File: src/rtl/pe_fetch_queue.sv
// pe_fetch_queue: DEPTH-entry fetch queue between the main controller and the multiply stage.
// Optional macro FS_STALL_CNT_EN adds o_stall_cnt, a saturating count of head-stall cycles.
module pe_fetch_queue #(
  parameter int NROW    = 4,
  parameter int DWD     = 16,
  parameter int PSUMDWD = 32,
  parameter int NUMTW   = 4,
  parameter int DEPTH   = 2
) (
  input  logic                         i_clk,
  input  logic                         i_rst,
  input  logic                         MAIN_rdy,
  output logic                         MAIN_ack,
  input  logic [1:0]                   i_mode,
  input  logic [NUMTW-1:0]             i_inumt,
  input  logic [NUMTW-1:0]             i_wnumt,
  input  logic [1:0]                   i_psum_mode,
  input  logic [1:0]                   i_psum_sel,
  input  logic [NROW*DWD-1:0]          i_input,
  input  logic [NROW*DWD-1:0]          i_weight,
  input  logic [NROW*PSUMDWD-1:0]      i_psum,
  output logic                         FS_rdy,
  input  logic                         FS_ack,
  output logic [1:0]                   o_mode,
  output logic [NUMTW-1:0]             o_inumt,
  output logic [NUMTW-1:0]             o_wnumt,
  output logic [63:0]                  o_aumask,
  output logic [NROW*DWD-1:0]          o_input,
  output logic [NROW*DWD-1:0]          o_weight,
  output logic [NROW*PSUMDWD-1:0]      o_psum,
  output logic [$clog2(DEPTH):0]       o_count
`ifdef FS_STALL_CNT_EN
  ,
  output logic [15:0]                  o_stall_cnt
`endif
);

  localparam int PW  = $clog2(DEPTH);
  localparam int CW  = PW + 1;
  localparam int IW  = NROW * DWD;
  localparam int PSW = NROW * PSUMDWD;

  logic [PW-1:0] wr_ptr_reg;
  logic [PW-1:0] rd_ptr_reg;
  logic [CW-1:0] count_reg;
  logic          push;
  logic          pop;
  logic          full;

  logic [1:0]       mode_mem   [DEPTH];
  logic [NUMTW-1:0] inumt_mem  [DEPTH];
  logic [NUMTW-1:0] wnumt_mem  [DEPTH];
  logic [63:0]      mask_mem   [DEPTH];
  logic [IW-1:0]    input_mem  [DEPTH];
  logic [IW-1:0]    weight_mem [DEPTH];
  logic [PSW-1:0]   psum_mem   [DEPTH];

  logic [63:0]  mask_next;
  logic [PSW-1:0] psum_next;

  // A full queue refuses the beat even when the head pops in the same cycle.
  assign full     = (count_reg == CW'(DEPTH));
  assign MAIN_ack = MAIN_rdy && !full && !i_rst;
  assign FS_rdy   = (count_reg != '0);
  assign push     = MAIN_ack;
  assign pop      = FS_rdy && FS_ack && !i_rst;

  always_comb begin
    case (i_mode)
      2'd2:    mask_next = 64'h0000_0000_ffff_0000;
      2'd3:    mask_next = 64'h0000_ffff_0000_0000;
      default: mask_next = 64'h0000_0000_0000_ffff;
    endcase
  end

  genvar gi;
  generate
    for (gi = 0; gi < NROW; gi++) begin : g_psum_lane
      logic [PSUMDWD-1:0] word;
      logic [PSUMDWD-1:0] half_sh;
      logic [PSUMDWD-1:0] quarter_sh;
      logic [PSUMDWD-1:0] lane;

      always_comb begin
        word       = i_psum[gi*PSUMDWD +: PSUMDWD];
        half_sh    = i_psum_sel[0] ? (word >> DWD) : word;
        quarter_sh = word >> (32'(i_psum_sel) * (DWD / 2));
        case (i_psum_mode)
          2'd1:    lane = PSUMDWD'(half_sh[DWD-1:0]);
          2'd2:    lane = PSUMDWD'(quarter_sh[DWD/2-1:0]);
          default: lane = word;
        endcase
      end

      assign psum_next[gi*PSUMDWD +: PSUMDWD] = lane;
    end
  endgenerate

  // Entry storage is never cleared; the head is gated to zero while empty.
  always_ff @(posedge i_clk) begin
    if (push) begin
      mode_mem[wr_ptr_reg]   <= i_mode;
      inumt_mem[wr_ptr_reg]  <= i_inumt;
      wnumt_mem[wr_ptr_reg]  <= i_wnumt;
      mask_mem[wr_ptr_reg]   <= mask_next;
      input_mem[wr_ptr_reg]  <= i_input;
      weight_mem[wr_ptr_reg] <= i_weight;
      psum_mem[wr_ptr_reg]   <= psum_next;
    end
  end

  always_ff @(posedge i_clk) begin
    if (i_rst) begin
      wr_ptr_reg <= '0;
      rd_ptr_reg <= '0;
      count_reg  <= '0;
    end else begin
      if (push) wr_ptr_reg <= wr_ptr_reg + 1'b1;
      if (pop)  rd_ptr_reg <= rd_ptr_reg + 1'b1;
      case ({push, pop})
        2'b10:   count_reg <= count_reg + 1'b1;
        2'b01:   count_reg <= count_reg - 1'b1;
        default: count_reg <= count_reg;
      endcase
    end
  end

  assign o_count  = count_reg;
  assign o_mode   = FS_rdy ? mode_mem[rd_ptr_reg]   : '0;
  assign o_inumt  = FS_rdy ? inumt_mem[rd_ptr_reg]  : '0;
  assign o_wnumt  = FS_rdy ? wnumt_mem[rd_ptr_reg]  : '0;
  assign o_aumask = FS_rdy ? mask_mem[rd_ptr_reg]   : '0;
  assign o_input  = FS_rdy ? input_mem[rd_ptr_reg]  : '0;
  assign o_weight = FS_rdy ? weight_mem[rd_ptr_reg] : '0;
  assign o_psum   = FS_rdy ? psum_mem[rd_ptr_reg]   : '0;

`ifdef FS_STALL_CNT_EN
  logic [15:0] stall_cnt_reg;

  always_ff @(posedge i_clk) begin
    if (i_rst) begin
      stall_cnt_reg <= '0;
    end else if (FS_rdy && !FS_ack && (stall_cnt_reg != 16'hffff)) begin
      stall_cnt_reg <= stall_cnt_reg + 16'd1;
    end
  end

  assign o_stall_cnt = stall_cnt_reg;
`endif

endmodule

File: config.mk
export PLATFORM = sky130hd
export DESIGN_NAME = pe_fetch_queue
export DESIGN_NICKNAME = d
export VERILOG_FILES = /design/src/rtl/pe_fetch_queue.sv
export SDC_FILE = /design/constraint.sdc
export NUM_CORES = 1
export LEC_CHECK = 0
export ABC_CLOCK_PERIOD_IN_PS = 11000
export CAP_MARGIN = 20
export CORE_AREA = 2 2 237 239
export CTS_CLUSTER_DIAMETER = 200
export DETAILED_ROUTE_END_ITERATION = 10
export DIE_AREA = 0 0 239 241
export GPL_ROUTABILITY_DRIVEN = 0
export PLACE_DENSITY = 0.72
export RECOVER_POWER = 50
export SYNTH_ARGS = -nofsm -noshare
export SYNTH_HDL_FRONTEND = slang
export SYNTH_SLANG_ARGS = --single-unit
File: constraint.sdc
create_clock -name i_clk -period 11 [get_ports i_clk]
set_input_delay 2.75 -clock i_clk [delete_from_list [all_inputs] [get_ports i_clk]]
set_output_delay 2.75 -clock i_clk [all_outputs]
set_load 0.005 [all_outputs]
==> results by group, run 1 <==
Setup path
  – Startpoint Class: input pin
  – Crit Path Category: in -> reg
  – Crit path max fanout: 72
  – Crit path arrival time: 8.35 ns
  – Setup slack, reg-to-reg: 5.28 ns
  – Worst reg2reg path depth: 5
  – CP Capture Type: register
  – Req. time, crit path: 11.21 ns

Clock tree
  – CTS tree: built
  – Hold_buf cts: 0
  – Total CTS buffers: 57
  – Worst skew pair latency: 0.61 ns
  – H-tree depth: 2
  – CTS resizes: 0
  – Max Buffers Root-to-Sink: 3
  – Clock transition at path regs: 0.06 ns
  – CTS Sinks: 543
  – Clock root buffer: clkbuf_16
  – Setup Fix Bufs, Post-CTS: 0

Yosys
  – Netlist cell types: 29
  – Ys Warns: 0
  – Synth async-reset ratio: 0%
  – Post-Syn Instances: 1681
  – Ys flop type: edfxtp_1
  – Seq cells post-synth: 543
  – Mapped cell area: 24000 sq um
  – Syn Area/Cell: 14.3 sq um
  – Sequential area share after synthesis: 67.7%
  – Number of synthesized flops with an enable pin: 538

Timing
  – Fin Setup TNS: 0 ns
  – Setup slack after layout: 2.86 ns
  – Setup Skew: 0.0166 ns
  – FMAX: 123 MHz
  – Final min period: 8.14 ns
  – Period Utilization, post-route: 74.0%
  – Worst Max-Slew Pin Slew: 4.36 ns
  – RSZ-0062 raised after global routing: false
  – Final hold vios: 0
  – Relative slew margins: -190%
  – Max Slew Vio Count: 335
  – Final setup fails: 0

Finish
  – Syn-to-layout area delta: 33.1%
  – Nets: 2461
  – Share of post-route cells with drive strength above 1: 6.38%
  – Largest registers: psum_mem x256, input_mem x128, weight_mem x128
  – Post-layout util: 58.3%
  – Largest register FFs: 256
  – Post-Layout Inst Area: 32000 sq um
  – Biggest register: psum_mem
  – Fillers: 4293
  – FF/Latch Area: 16300 sq um
  – Multi-input logic area: 6700 sq um

Global routing
  – Overflow after GRT: 0
  – Number of global-route vias before repair: 15586
  – Largest net degree at the start of global routing: 143
  – Initial antenna violation count: 39
  – Overall routing resource usage: 22.6%
  – First-pass GRT wire length: 96.7 mm

Die
  – # rows: 86
  – CORE AREA: 54900 sq um
  – Initial Util: 43.8%
  – IO Pins: 608
  – Die span in x: 239 um
  – Die area: 57600 sq um
  – Die Y: 241 um

Place
  – Post-DP HPWL: 44.8 mm
  – Post-DP Area: 30100 sq um
  – I/O Buffers: 591
  – Pre-CTS WS: 3.87 ns

Drt
  – WL final: 67.5 mm
  – ANT nets after route: 0
  – DR iter-0 viols: 1062
  – Routed vias/inst: 5.37
  – Routed len/inst: 22.9 um
  – Drt drc: 0
  – DRT Pass-1 Iters: 5
  – DR vias: 15818

Pwr
  – Tot Pwr: 5.41 mW
  – Worst VDD drop: 0.116 mV
  – Cell Pwr Density: 169 nW/um^2
  – Leak: 10.6 nW

Status
  – Outcome: finished, violations left
  – Violated checks: max-capacitance violations, max-slew violations

Hold path
  – Hold Path Depth: 2
  – Hold crit path type: reg -> reg

Job
  – Max-Cap Viols: 4
-- layer usage --
| metal | wire, um | track usage (%) |
|---|---|---|
| met5 | 364 | 1.35 |
| met2 | 33600 | 38.8 |
| met1 | 25000 | 25.9 |
| met4 | 2210 | 7.80 |
| met3 | 6310 | 8.17 |
-- Yosys cell counts, drive strengths merged, types with 2 or more instances --
cell type,instances,share of area (%)
nor2b,3,0.078
mux2i,269,11
o21ai,67,1.4
inv,39,0.61
dfxtp,5,0.42
and2,66,1.7
ha,3,0.16
nand3b,64,2.0
a22o,95,3.5
mux2,32,1.5
buf,121,3.2
xor2,2,0.073
nor2,275,4.3
or3,2,0.052
edfxtp,538,67
a21oi,2,0.042
clkbuf,59,0.92
a221o,32,1.3
-- worst max-delay path: stages --
cell	delay, ns
dlygate4sd3_1	0.63
nand2b_1	0.20
or2_2	0.32
inv_1	0.07
and2_0	3.10
buf_4	1.15
-- placed cells by master (no fill, tap or decap), types with 2 or more instances in the layout --
cell             netlist  routed
edfxtp_1             538     538
clkdlybuf4s50_1        0     446
nor2_1               275     274
mux2i_1              269     269
dlygate4sd3_1          0     143
a22o_1                95      95
o21ai_0               67      67
and2_0                 0      66
nand3b_1              64      64
clkbuf_16              0      59
inv_1                 39      38
a221o_1               32      32
mux2_2                29      29
diode_2                0      18
conb_1                 1      16
buf_4                 61      16
clkbuf_1              59       9
clkinv_1               0       9
clkinv_2               0       9
bufinv_16              0       7
clkinvlp_4             0       5
dfxtp_1                5       4
mux2_4                 3       3
inv_6                  0       3
or3_1                  2       2
xor2_1                 2       2
a21oi_1                2       2
nor2b_4                0       2
ha_1                   3       2
-- final timing paths --
| kind | start | to |
|---|---|---|
| worst max-delay path | i_rst | input_mem[1][62] |
| worst min-delay path | wr_ptr_reg | wr_ptr_reg |
| worst min register to register | wr_ptr_reg | wr_ptr_reg |
| worst max register to register | o_count[0] | input_mem[1][62] |
-- metrics by stage --
stage                     hold WS (ns)  instances
final                            0.503       2948
after global routing             0.544       2941
after CTS                        0.506       2928
after detailed placement         0.498       2827
after global placement           0.478       2827
after floorplan                  0.452       1696
-- cell families (layout without fill, tap and decap cells) --
| logic type | Yosys count | in the layout | synth area share, % |
|---|---|---|---|
| flops | 543 | 543 | 67.7 |
| simple gates | 414 | 414 | 8.25 |
| mux | 301 | 301 | 12.8 |
| buf+inv | 219 | 749 | 4.75 |
| compound gates | 197 | 197 | 6.27 |
| fa+ha+maj | 3 | 3 | 0.156 |
| xor+xnor | 3 | 3 | 0.109 |
| other cells | 1 | 34 | 0.0156 |
-- area by class of cell --
type,count,area share (%)
diodes,18,0.141
clock buffers,68,4.72
clock inverters,33,1.10
inverters,39,0.481
multi-input cells,934,21.0
flip-flops and latches,543,50.8
well taps,704,2.75
repair buffers,609,19.0
-- power by group --
| part | switching [mW] | internal (mW) |
|---|---|---|
| Clock | 0.781 | 1.14 |
| Sequential | 0.0234 | 2.39 |
| Combinational | 0.531 | 0.547 |
Power figures use the tool's default switching activity.
==> run 2, diff against run 1 <==
- ABC_CLOCK_PERIOD_IN_PS: 11000 -> 6600
- PLACE_DENSITY: 0.72 -> 0.75
- clock period: 11 -> 6.6 ns (I/O delays scaled with it)
==> run 2 against run 1 <==
Effect of this change:
- the run still ends with max-capacitance violations, max-slew violations left
- worst hold slack improved by 0.0018 ns
- global-route usage decreased by 0.23 points
- power rose by 63%
- final cell count about the same
- non-clock buffer count rose by 7
- register-to-register slack lost 2.9 ns
- flip-flop and latch count stayed put
- clock skew fell by 0.0020 ns
- largest cell class unchanged
- largest power group unchanged
- highest routed layer unchanged
==> results by group, run 2 (synthesized netlist as in run 1, its figures left out) <==
Timing
  – Final hold vios: 0 (unchanged)
  – RSZ-0062 raised after global routing: false
  – Worst Max-Slew Pin Slew: 3.12 ns (-1.23 ns)
  – Final setup fails: 0 (unchanged)
  – Relative slew margins: -109% (+82 points)
  – Final min period: 5.51 ns
  – Period Utilization, post-route: 83.5%
  – FMAX: 182 MHz
  – Max Slew Vio Count: 117 (-65%)
  – Setup Skew: 0.0146 ns (-0.00202 ns)
  – Fin Setup TNS: 0 ns (unchanged)

Global routing
  – First-pass GRT wire length: 96.7 mm (unchanged)
  – Overflow after GRT: 0 (unchanged)
  – Largest net degree at the start of global routing: 147 (+2.8%)
  – Overall routing resource usage: 22.3% (-0.23 points)
  – Initial antenna violation count: 28 (-28%)
  – Number of global-route vias before repair: 15717 (+0.84%)

Drt
  – M1 WL: 25.0 mm (about the same)
  – Top sig layer: met5
  – Drt drc: 0 (unchanged)
  – WL final: 67.2 mm (-0.42%)
  – Routed len/inst: 22.8 um (-0.45%)
  – DR iter-0 viols: 1024 (-3.6%)
  – Metal3 WL: 6.58 mm (+4.3%)
  – Routed vias/inst: 5.36 (-0.19%)
  – DRT Pass-1 Iters: 5 (unchanged)
  – DR vias: 15793 (-0.16%)
  – Detail Route met2 WL: 33.3 mm (-1.0%)
  – ANT nets after route: 0 (unchanged)

Clock tree
  – CTS tree: built
  – Max Buffers Root-to-Sink: 3 (unchanged)
  – CTS resizes: 0 (unchanged)
  – Hold_buf cts: 0 (unchanged)
  – Total CTS buffers: 57 (unchanged)
  – Clock root buffer: clkbuf_16
  – Worst skew pair latency: 0.60 ns (about the same)
  – Clock transition at path regs: 0.06 ns (about the same)
  – H-tree depth: 2 (unchanged)
  – CTS Sinks: 543 (unchanged)
  – Setup Fix Bufs, Post-CTS: 0 (unchanged)

Die
  – Die span in x: 239 um (unchanged)
  – # rows: 86 (unchanged)
  – CORE AREA: 54900 sq um (unchanged)
  – Die Y: 241 um (unchanged)
  – Initial Util: 43.8% (unchanged)
  – IO Pins: 608 (unchanged)
  – Die area: 57600 sq um (unchanged)

Pwr
  – Cell Pwr Density: 277 nW/um^2 (+63%)
  – Leak: 10.6 nW (about the same)
  – Worst VDD drop: 0.217 mV (+87%)

Finish
  – Largest registers: psum_mem x256, input_mem x128, weight_mem x128
  – Leading cell type in the layout, fill and taps excluded: edfxtp_1
  – Share of post-route cells with drive strength above 1: 6.27% (-0.11 points)
  – Syn-to-layout area delta: 33.1% (about the same)
  – Fillers: 4275 (-0.42%)
  – Nets: 2468 (+0.28%)
  – Most frequent cells in the layout: edfxtp_1 (538), clkdlybuf4s50_1 (446), nor2_1 (274), mux2i_1 (269), dlygate4sd3_1 (143)
  – FF/Latch Area: 16300 sq um (unchanged)
  – Multi-input logic area: 6710 sq um (about the same)
  – Biggest register: psum_mem
  – Post-Layout Inst Area: 32000 sq um (about the same)
  – Post-layout util: 58.2% (about the same)
  – Largest register FFs: 256 (unchanged)

Setup path
  – Worst reg2reg path depth: 5 (unchanged)
  – Crit path arrival time: 5.73 ns (-2.62 ns)
  – CP Capture Type: register
  – Crit Path Category: in -> reg
  – Startpoint Class: input pin
  – Req. time, crit path: 6.83 ns (-4.38 ns)
  – Crit path max fanout: 50 (-31%)

Status
  – Violated checks: max-capacitance violations, max-slew violations
  – Outcome: finished, violations left

Place
  – I/O Buffers: 591 (unchanged)
  – Post-DP Area: 30200 sq um (+0.50%)
  – Post-DP HPWL: 45.8 mm (+2.1%)

Hold path
  – Hold Path Depth: 2 (unchanged)
  – Hold crit path type: reg -> reg

Job
  – Max-Cap Viols: 3 (-1)
==> run 2: critical path, cell delays in order <==
cell,delay [ns]
dlygate4sd3_1,0.62
nand2b_1,0.20
or2_2,0.31
inv_1,0.07
and2_1,2.03
clkbuf_2,0.80
==> run 2: routing by layer <==
layer	track usage (%)	vias up
li1	-	7212
met1	25.3	7729
met2	38.5	671
met3	8.53	145
met4	8.01	36
met5	0	-
==> run 2: cell type report <==
| cell class | instances | share of cell area, % |
|---|---|---|
| flip-flops and latches | 543 | 50.9 |
| multi-input cells | 934 | 21.0 |
| repair buffers | 616 | 19.4 |
| clock buffers | 68 | 4.66 |
| well taps | 704 | 2.76 |
| clock inverters | 33 | 0.775 |
| inverters | 39 | 0.462 |
| diodes | 12 | 0.0940 |
==> run 2: metrics by stage <==
stage | instances | total power [mW] | hold WS (ns) | worst slack [ns]
floorplan | 1696 | 4.98 | 0.452 | 0.285
global placement | 2836 | 5.90 | 0.479 | 1.71
detailed placement | 2836 | 5.93 | 0.497 | 1.69
CTS | 2937 | 8.94 | 0.506 | 1.63
global route | 2943 | 9.17 | 0.543 | 0.744
finish | 2949 | 8.84 | 0.505 | 1.09
==> run 2: final timing paths <==
check	endpoint	slack, ns	startpoint
setup reg to reg	input_mem[1][18]	2.36	o_count[0]
setup / recovery	input_mem[1][18]	1.09	i_rst
hold reg to reg	wr_ptr_reg	0.50	wr_ptr_reg
hold / removal	wr_ptr_reg	0.50	wr_ptr_reg
==> run 2: power breakdown <==
group	internal, mW	switching (mW)
Sequential	3.98	0.0565
Clock	1.72	1.30
Combinational	0.921	0.873
Total	6.62	2.23
==> run 3, diff against run 2 <==
- ABC_CLOCK_PERIOD_IN_PS: 6600 -> 5300
- PLACE_DENSITY: 0.75 -> 0.72
- clock period: 6.6 -> 5.3 ns (I/O delays scaled with it)
==> run 3 against run 2 <==
Effect of this change:
- the run still ends with max-capacitance violations, max-slew violations left
- global-route usage is 0.48 points higher
- largest cell class unchanged
- combinational power rose by 26%
- via count shrank 0.15%
- critical path type unchanged
- clock skew decreased by 0.0041 ns
- highest routed layer unchanged
==> results by group, run 3 (synthesized netlist as in run 1, its figures left out) <==
Status
  – Outcome: finished, violations left
  – Violated checks: max-capacitance violations, max-slew violations

Setup path
  – Worst reg2reg path depth: 4 (-1)
  – Crit path max fanout: 100 (+100%)
  – CP Cell Sequence: dlygate4sd3_1 > nand2b_1 > or3_1 > clkinvlp_2 > buf_2
  – Largest stage delay on the critical path: 1.76 ns (-0.27 ns)
  – Crit path arrival time: 4.84 ns (-0.89 ns)
  – Crit Path Category: in -> reg
  – Setup slack, reg-to-reg: 1.68 ns (-0.68 ns)
  – CP top delay family: buffers and inverters
  – Instance count on the critical path: 5 (-1)
  – Slowest CP cell: buf_2
  – Req. time, crit path: 5.46 ns (-1.37 ns)
  – CP Buf/Inv Count: 3 (unchanged)
  – Startpoint Class: input pin
  – CP Capture Type: register

Place
  – I/O Buffers: 591 (unchanged)
  – Post-DP HPWL: 47.2 mm (+3.1%)

Pwr
  – Cell Pwr Density: 345 nW/um^2 (+25%)
  – Tot Pwr: 11.1 mW (+25%)
  – Leak: 10.6 nW (+0.47%)
  – Worst VDD drop: 0.206 mV (-5.0%)

Clock tree
  – Clock transition at path regs: 0.06 ns (about the same)
  – H-tree depth: 2 (unchanged)
  – CTS resizes: 0 (unchanged)
  – Clock root buffer: clkbuf_16
  – Total CTS buffers: 56 (-1.8%)
  – CTS tree: built
  – Worst skew pair latency: 0.59 ns (about the same)
  – Hold_buf cts: 0 (unchanged)
  – CTS Sinks: 543 (unchanged)
  – Max Buffers Root-to-Sink: 3 (unchanged)
  – Setup Fix Bufs, Post-CTS: 0 (unchanged)

Finish
  – Largest register FFs: 256 (unchanged)
  – Biggest register: psum_mem
  – Share of post-route cells with drive strength above 1: 6.60% (+0.33 points)
  – Post-layout util: 58.4% (+0.18 points)
  – Syn-to-layout area delta: 33.5%
  – Leading cell type in the layout, fill and taps excluded: edfxtp_1
  – Nets: 2475 (+0.28%)
  – Largest registers: psum_mem x256, input_mem x128, weight_mem x128
  – Most frequent cells in the layout: edfxtp_1 (538), clkdlybuf4s50_1 (446), nor2_1 (274), mux2i_1 (269), dlygate4sd3_1 (143)

Drt
  – DRT Pass-1 Iters: 5 (unchanged)
  – Routed len/inst: 23.1 um (+1.1%)
  – ANT nets after route: 0 (unchanged)
  – Routed vias/inst: 5.33 (-0.52%)
  – Top sig layer: met5
  – WL final: 68.3 mm (+1.5%)
  – DR iter-0 viols: 962 (-6.1%)
  – Detail Route met2 WL: 33.8 mm (+1.6%)
  – Metal3 WL: 6.70 mm (+1.8%)
  – DR vias: 15770 (-0.15%)
  – Drt drc: 0 (unchanged)
  – M1 WL: 25.5 mm (+2.2%)

Die
  – Die area: 57600 sq um (unchanged)
  – CORE AREA: 54900 sq um (unchanged)
  – IO Pins: 608 (unchanged)
  – Die Y: 241 um (unchanged)
  – # rows: 86 (unchanged)
  – Die span in x: 239 um (unchanged)
  – Initial Util: 43.8% (unchanged)

Global routing
  – Largest net degree at the start of global routing: 101 (-31%)
  – Initial antenna violation count: 35 (+25%)
  – Number of global-route vias before repair: 15610 (-0.68%)
  – First-pass GRT wire length: 97.9 mm (+1.3%)
  – Overflow after GRT: 0 (unchanged)
  – Overall routing resource usage: 22.8% (+0.48 points)

Timing
  – Hold slack: 0.508 ns (+0.00352 ns)
  – Period Utilization, post-route: 88.3%
  – Final hold vios: 0 (unchanged)
  – Worst Max-Slew Pin Slew: 2.48 ns (-0.638 ns)
  – Final min period: 4.68 ns
  – Relative slew margins: -65.7% (+43 points)
  – Max Slew Vio Count: 185 (+58%)
  – RSZ-0062 raised after global routing: false
  – FMAX: 214 MHz
  – Setup Skew: 0.0105 ns (-0.00410 ns)
  – Final setup fails: 0 (unchanged)

Job
  – Max-Cap Viols: 3 (unchanged)

Hold path
  – Hold crit path type: reg -> reg
  – Hold Path Depth: 2 (unchanged)
run 3: layout make-up:
type,instances,area [sq um]
Inverter,39,148
Clock buffer,68,1490
Clock inverter,33,268
Fill cell,4280,22800
Timing Repair Buffer,624,6260
Sequential cell,543,16300
Tap cell,704,881
Multi-Input combinational cell,934,6720
Antenna cell,15,37.5
run 3: final timing paths:
kind                            startpoint           endpoint
worst max register to register  o_count[0]  weight_mem[0][31]
worst max-delay path                 i_rst  weight_mem[0][31]
worst min-delay path            wr_ptr_reg         wr_ptr_reg
worst min register to register  wr_ptr_reg         wr_ptr_reg
run 3: worst reg2reg max path, delay by kind of cell, from the launching register on:
family / cells / cell delay, ns
AND/OR/NAND/NOR: 2 / 0.49
flip-flops: 1 / 0.48
buffers and inverters: 2 / 2.04
run 3: routing by layer:
metal  global-route usage [%]  up-vias
li1                         -     7232
met1                     26.3     7752
met2                     38.8      607
met3                     8.98      141
met4                     7.99       38
met5                        0        -
run 3: power by group:
part	leakage [nW]	internal (mW)	switching (mW)
Sequential	5.02	4.96	0.0655
Combinational	4.75	1.15	1.10
Clock	0.862	2.18	1.61
run 3: through the flow:
step | cells | area, sq um | setup slack, ns | TNS, ns
detailed placement | 2844 | 30300 | 1.02 | 0
global placement | 2844 | 30300 | 1.07 | 0
CTS | 2945 | 32100 | 0.748 | 0
global route | 2955 | 32000 | 0.443 | 0
finish | 2960 | 32100 | 0.621 | 0
floorplan | 1696 | 24100 | -0.658 | -177.04
==> edit 1, RTL diff (config.mk and constraints of run 1) <==
Register the inputs `i_mode` and `i_psum_mode` before use, with the module's reset. The logic sees them one clock later. The other inputs are not delayed to match.
--- a/src/rtl/pe_fetch_queue.sv
+++ b/src/rtl/pe_fetch_queue.sv
@@ -40,6 +40,19 @@
   localparam int IW  = NROW * DWD;
   localparam int PSW = NROW * PSUMDWD;
 
+  logic [1:0] i_mode_q;
+  logic [1:0] i_psum_mode_q;
+
+  always_ff @(posedge i_clk) begin
+    if (i_rst) begin
+      i_mode_q      <= '0;
+      i_psum_mode_q <= '0;
+    end else begin
+      i_mode_q      <= i_mode;
+      i_psum_mode_q <= i_psum_mode;
+    end
+  end
+
   logic [PW-1:0] wr_ptr_reg;
   logic [PW-1:0] rd_ptr_reg;
   logic [CW-1:0] count_reg;
@@ -66,7 +79,7 @@
   assign pop      = FS_rdy && FS_ack && !i_rst;
 
   always_comb begin
-    case (i_mode)
+    case (i_mode_q)
       2'd2:    mask_next = 64'h0000_0000_ffff_0000;
       2'd3:    mask_next = 64'h0000_ffff_0000_0000;
       default: mask_next = 64'h0000_0000_0000_ffff;
@@ -85,7 +98,7 @@
         word       = i_psum[gi*PSUMDWD +: PSUMDWD];
         half_sh    = i_psum_sel[0] ? (word >> DWD) : word;
         quarter_sh = word >> (32'(i_psum_sel) * (DWD / 2));
-        case (i_psum_mode)
+        case (i_psum_mode_q)
           2'd1:    lane = PSUMDWD'(half_sh[DWD-1:0]);
           2'd2:    lane = PSUMDWD'(quarter_sh[DWD/2-1:0]);
           default: lane = word;
@@ -99,7 +112,7 @@
   // Entry storage is never cleared; the head is gated to zero while empty.
   always_ff @(posedge i_clk) begin
     if (push) begin
-      mode_mem[wr_ptr_reg]   <= i_mode;
+      mode_mem[wr_ptr_reg]   <= i_mode_q;
       inumt_mem[wr_ptr_reg]  <= i_inumt;
       wnumt_mem[wr_ptr_reg]  <= i_wnumt;
       mask_mem[wr_ptr_reg]   <= mask_next;
Function: changed (Yosys sat finds a counterexample within 4 cycles, from zero or initial values and one cycle with i_rst high).
==> edit 1 against run 1 <==
- the run still ends with max-capacitance violations, max-slew violations left
- sequential cell count is 4 higher
- final area fell by 3.1%
- count of clock-buffer cells in the layout rose by 4
- register-to-register slack got worse by 0.14 ns
- clock skew up 0.0024 ns
- worst setup slack got worse by 0.28 ns
- power down 2.2%
- synthesized area down 3.5%
- routed wire length fell by 5.3%
- critical path depth is 1 lower
- critical path type unchanged
==> edit 1: results (changes against run 1) <==
Timing
  • Worst hold slack: 0.494 ns (was 0.503 ns)
  • Max Slew Vio Count: 336 (was 335)

Run status
  • Status: complete, but fails checks (unchanged)
  • Failing checks: max-capacitance violations, max-slew violations (unchanged)

Worst setup path
  • Reg2reg path depth: 4 (was 5)
  • CP top delay family: buffers and inverters (was simple AND/OR/NAND/NOR gates)
  • R2r startpoint: o_count[1]$_SDFFE_PP0P_ (was o_count[0]$_SDFFE_PP0P_)
  • Crit-path max FO: 82 (was 72)
  • Slowest-stage cell, CP: clkinvlp_2 (was and2_0)
  • Slowest Stage Delay on Critical Path: 2.90 ns (was 3.10 ns)

Detailed routing
  • DR iter-0 viols: 882 (was 1062)
  • Post-DR wirelength/cell: 22.9 um (about the same)

Global routing
  • GRT Overall Usage: 0.211 (was 0.226)
  • GR Util met2: 0.358 (was 0.388)
  • M1 GR Usage: 0.255 (was 0.259)
  • First-pass GRT wire length: 90.8 mm (was 96.7 mm)
  • Initial antenna violation count: 28 (was 39)

Power and ir drop
  • Leakage Power: 10.3 nW (was 10.6 nW)
  • Power Internal: 3.98 mW (was 4.08 mW)

Yosys
  • Commonest cells in the netlist: edfxtp_1, mux2i_1, nor2_1 (was edfxtp_1, nor2_1, mux2i_1)
  • Synth top area share: 0.697 (was 0.673)

Cells and area
  • Filler-free cell count of the finished design: 2798 (was 2948)
  • NumNets Final: 2309 (was 2461)

Flow run
  • Max-Cap Viols: 4 (unchanged)

Min path
  • Hold Crit Start: i_mode_q[0]$_SDFF_PP0_ (was wr_ptr_reg$_SDFFE_PP0P_)

Placement
  • Final HPWL DP: 42.6 mm (was 44.8 mm)
  • Dpl ws: 3.61 ns (was 3.87 ns)
## edit 1: cell count changes after synthesis, moves of 3 or more
cell / run 1 / this run
buf_2: 54 / 41
nand3b_1: 64 / 1
inv_1: 39 / 7
clkbuf_1: 59 / 15
mux2i_1: 269 / 333
mux2_2: 29 / 0
mux2_4: 3 / 0
o21ai_0: 67 / 3
buf_6: 3 / 8
o22ai_1: 0 / 31
a22o_1: 95 / 32
dfxtp_1: 5 / 9
buf_4: 61 / 91
buf_1: 3 / 0
## edit 1: cell families (layout without fill, tap and decap cells)
kind of cell,after synthesis,in the layout,synth area share
other,1,31,0.000162
DFF,547,547,0.705
buffers and inverters,163,722,0.0460
and+or+nand+nor,353,353,0.0658
AOI/OAI and AO/OA,102,102,0.0362
muxes,333,333,0.144
adders and majority gates,3,3,0.00162
xor gates and xnor gates,3,3,0.00113
## edit 1: worst max path at each step
stage / end / depth (start not counted) / startpoint / slack, ns
2_1_floorplan: input_mem[1][0]$_DFFE_PP_ / 4 / i_rst / 0.97
3_3_place_gp: MAIN_ack / 5 / i_rst / 3.63
3_5_place_dp: MAIN_ack / 5 / i_rst / 3.61
4_1_cts: MAIN_ack / 5 / i_rst / 3.61
5_1_grt: psum_mem[0][1]$_DFFE_PP_ / 5 / i_rst / 2.05
6_report: psum_mem[0][1]$_DFFE_PP_ / 5 / i_rst / 2.58
## edit 1: power groups by stage
stage,sequential [mW],combinational (mW),clock [mW]
after floorplan,2.48,0.503,0
after global placement,2.47,1.02,0
after detailed placement,2.48,1.04,0
after CTS,2.44,1.04,1.88
after global routing,2.45,1.08,1.95
final,2.44,1.02,1.84
## edit 1: cell type report
cell class,count,area (um2)
Fill cell,4345,23900
Sequential cell,547,16300
Timing Repair Buffer,611,6090
Multi-Input combinational cell,810,5840
Clock buffer,72,1440
Tap cell,704,881
Clock inverter,32,320
Antenna cell,15,37.5
Inverter,7,27.5
## edit 1: routing by layer
metal | vias to the layer above | routed length (um)
li1 | 6633 | -
met1 | 7251 | 24600
met2 | 591 | 31400
met3 | 138 | 5930
met4 | 26 | 1890
met5 | - | 172
==> edit 2, RTL diff (settings of run 1) <==
Made on the original files. The parameter `NROW` goes from 4 to 5.
--- a/src/rtl/pe_fetch_queue.sv
+++ b/src/rtl/pe_fetch_queue.sv
@@ -1,7 +1,7 @@
 // pe_fetch_queue: DEPTH-entry fetch queue between the main controller and the multiply stage.
 // Optional macro FS_STALL_CNT_EN adds o_stall_cnt, a saturating count of head-stall cycles.
 module pe_fetch_queue #(
-  parameter int NROW    = 4,
+  parameter int NROW    = 5,
   parameter int DWD     = 16,
   parameter int PSUMDWD = 32,
   parameter int NUMTW   = 4,
Ports: changed (6 resized); port bits go from 608 to 736. The function was not compared with the original's and may differ.
==> edit 2 against run 1 <==
- the flow still finishes with violations (max-capacitance violations, max-slew violations)
- worst setup slack got worse by 0.56 ns
- combinational power rose by 24%
- die area did not move
- power rose by 22%
- final area rose by 23%
- sequential power rose by 24%
- clock power rose by 17%
- count of clock-buffer cells in the layout rose by 24
- sequential cell count rose by 128
- routed wire length rose by 31%
- critical endpoint is now psum_mem[0][44]$_DFFE_PP_
- synthesized area rose by 24%
- first-iteration DRC count rose by 41%
- sequential share of layout area rose by 0.43 points
==> edit 2: results (changes against run 1) <==
Cells and area
  • Layout cells sized above 1: 0.0579 (was 0.0638)
  • Filler Cells Inserted: 3789 (was 4293)
  • Filler-free cell count of the finished design: 3470 (was 2948)

Flow run
  • Max-Cap Viols: 5 (was 4)

Global routing
  • Initial antenna violation count: 51 (was 39)
  • First-pass GRT wire length: 126 mm (was 96.7 mm)

Yosys
  • Post-synthesis mux area share: 0.132 (was 0.128)
  • Synth area leaders: edfxtp_1, mux2i_1, nor2_1 (unchanged)
  • Syn avg cell area: 14.4 um2 (was 14.3 um2)
  • Yosys cell types: 32 (was 29)
  • XOR/XNOR share of the synthesized area: 0.000883 (was 0.00109)
  • Synth Area in Compound Gates: 0.0631 (was 0.0627)

Detailed routing
  • Drt total wl: 88.7 mm (was 67.5 mm)
  • DR iter-0 viols: 1498 (was 1062)

Run status
  • Status: complete, but fails checks (unchanged)
  • Failing checks: max-capacitance violations, max-slew violations (unchanged)

Placement
  • Placed Area: 37000 um2 (was 30100 um2)
  • Dpl cells: 3310 (was 2827)
  • Dpl ws: 3.84 ns (was 3.87 ns)

Timing
  • Fmax: 115 MHz (was 123 MHz)
  • Max Slew Vio Count: 341 (was 335)

Power and ir drop
  • Pwr/cell area: 168 nW/um2 (was 169 nW/um2)
  • Logic pwr share: 0.204 (was 0.199)
  • Leakage Power: 13.1 nW (was 10.6 nW)
  • Switching power: 1.66 mW (was 1.34 mW)
  • Reg power frac: 0.454 (was 0.446)

Worst setup path
  • Slowest-stage cell, CP: clkbuf_1 (was and2_0)
  • Slowest Stage Delay on Critical Path: 2.40 ns (was 3.10 ns)
  • CP top delay family: buffers and inverters (was simple AND/OR/NAND/NOR gates)
==> edit 2: layer usage <==
layer / vias to the layer above / GRT usage / wire, um
met5: - / 0 / 185
met3: 192 / 0.0977 / 8330
met4: 28 / 0.141 / 3720
met2: 800 / 0.501 / 44300
li1: 8882 / - / -
met1: 9882 / 0.347 / 32100
==> edit 2: worst paths after layout <==
| check | end | slack [ns] |
|---|---|---|
| max | psum_mem[0][44]$_DFFE_PP_ | 2.29 |
| min | wr_ptr_reg$_SDFFE_PP0P_ | 0.50 |
| max reg2reg | psum_mem[1][87]$_DFFE_PP_ | 5.01 |
| min reg2reg | wr_ptr_reg$_SDFFE_PP0P_ | 0.50 |
==> edit 2: final cells by class <==
class,count,share of cell area
clock inverters,32,0.00610
multi-input cells,1150,0.214
repair buffers,739,0.189
clock buffers,92,0.0490
flip-flops and latches,671,0.513
inverters,47,0.00469
well taps,704,0.0225
diodes,35,0.00223
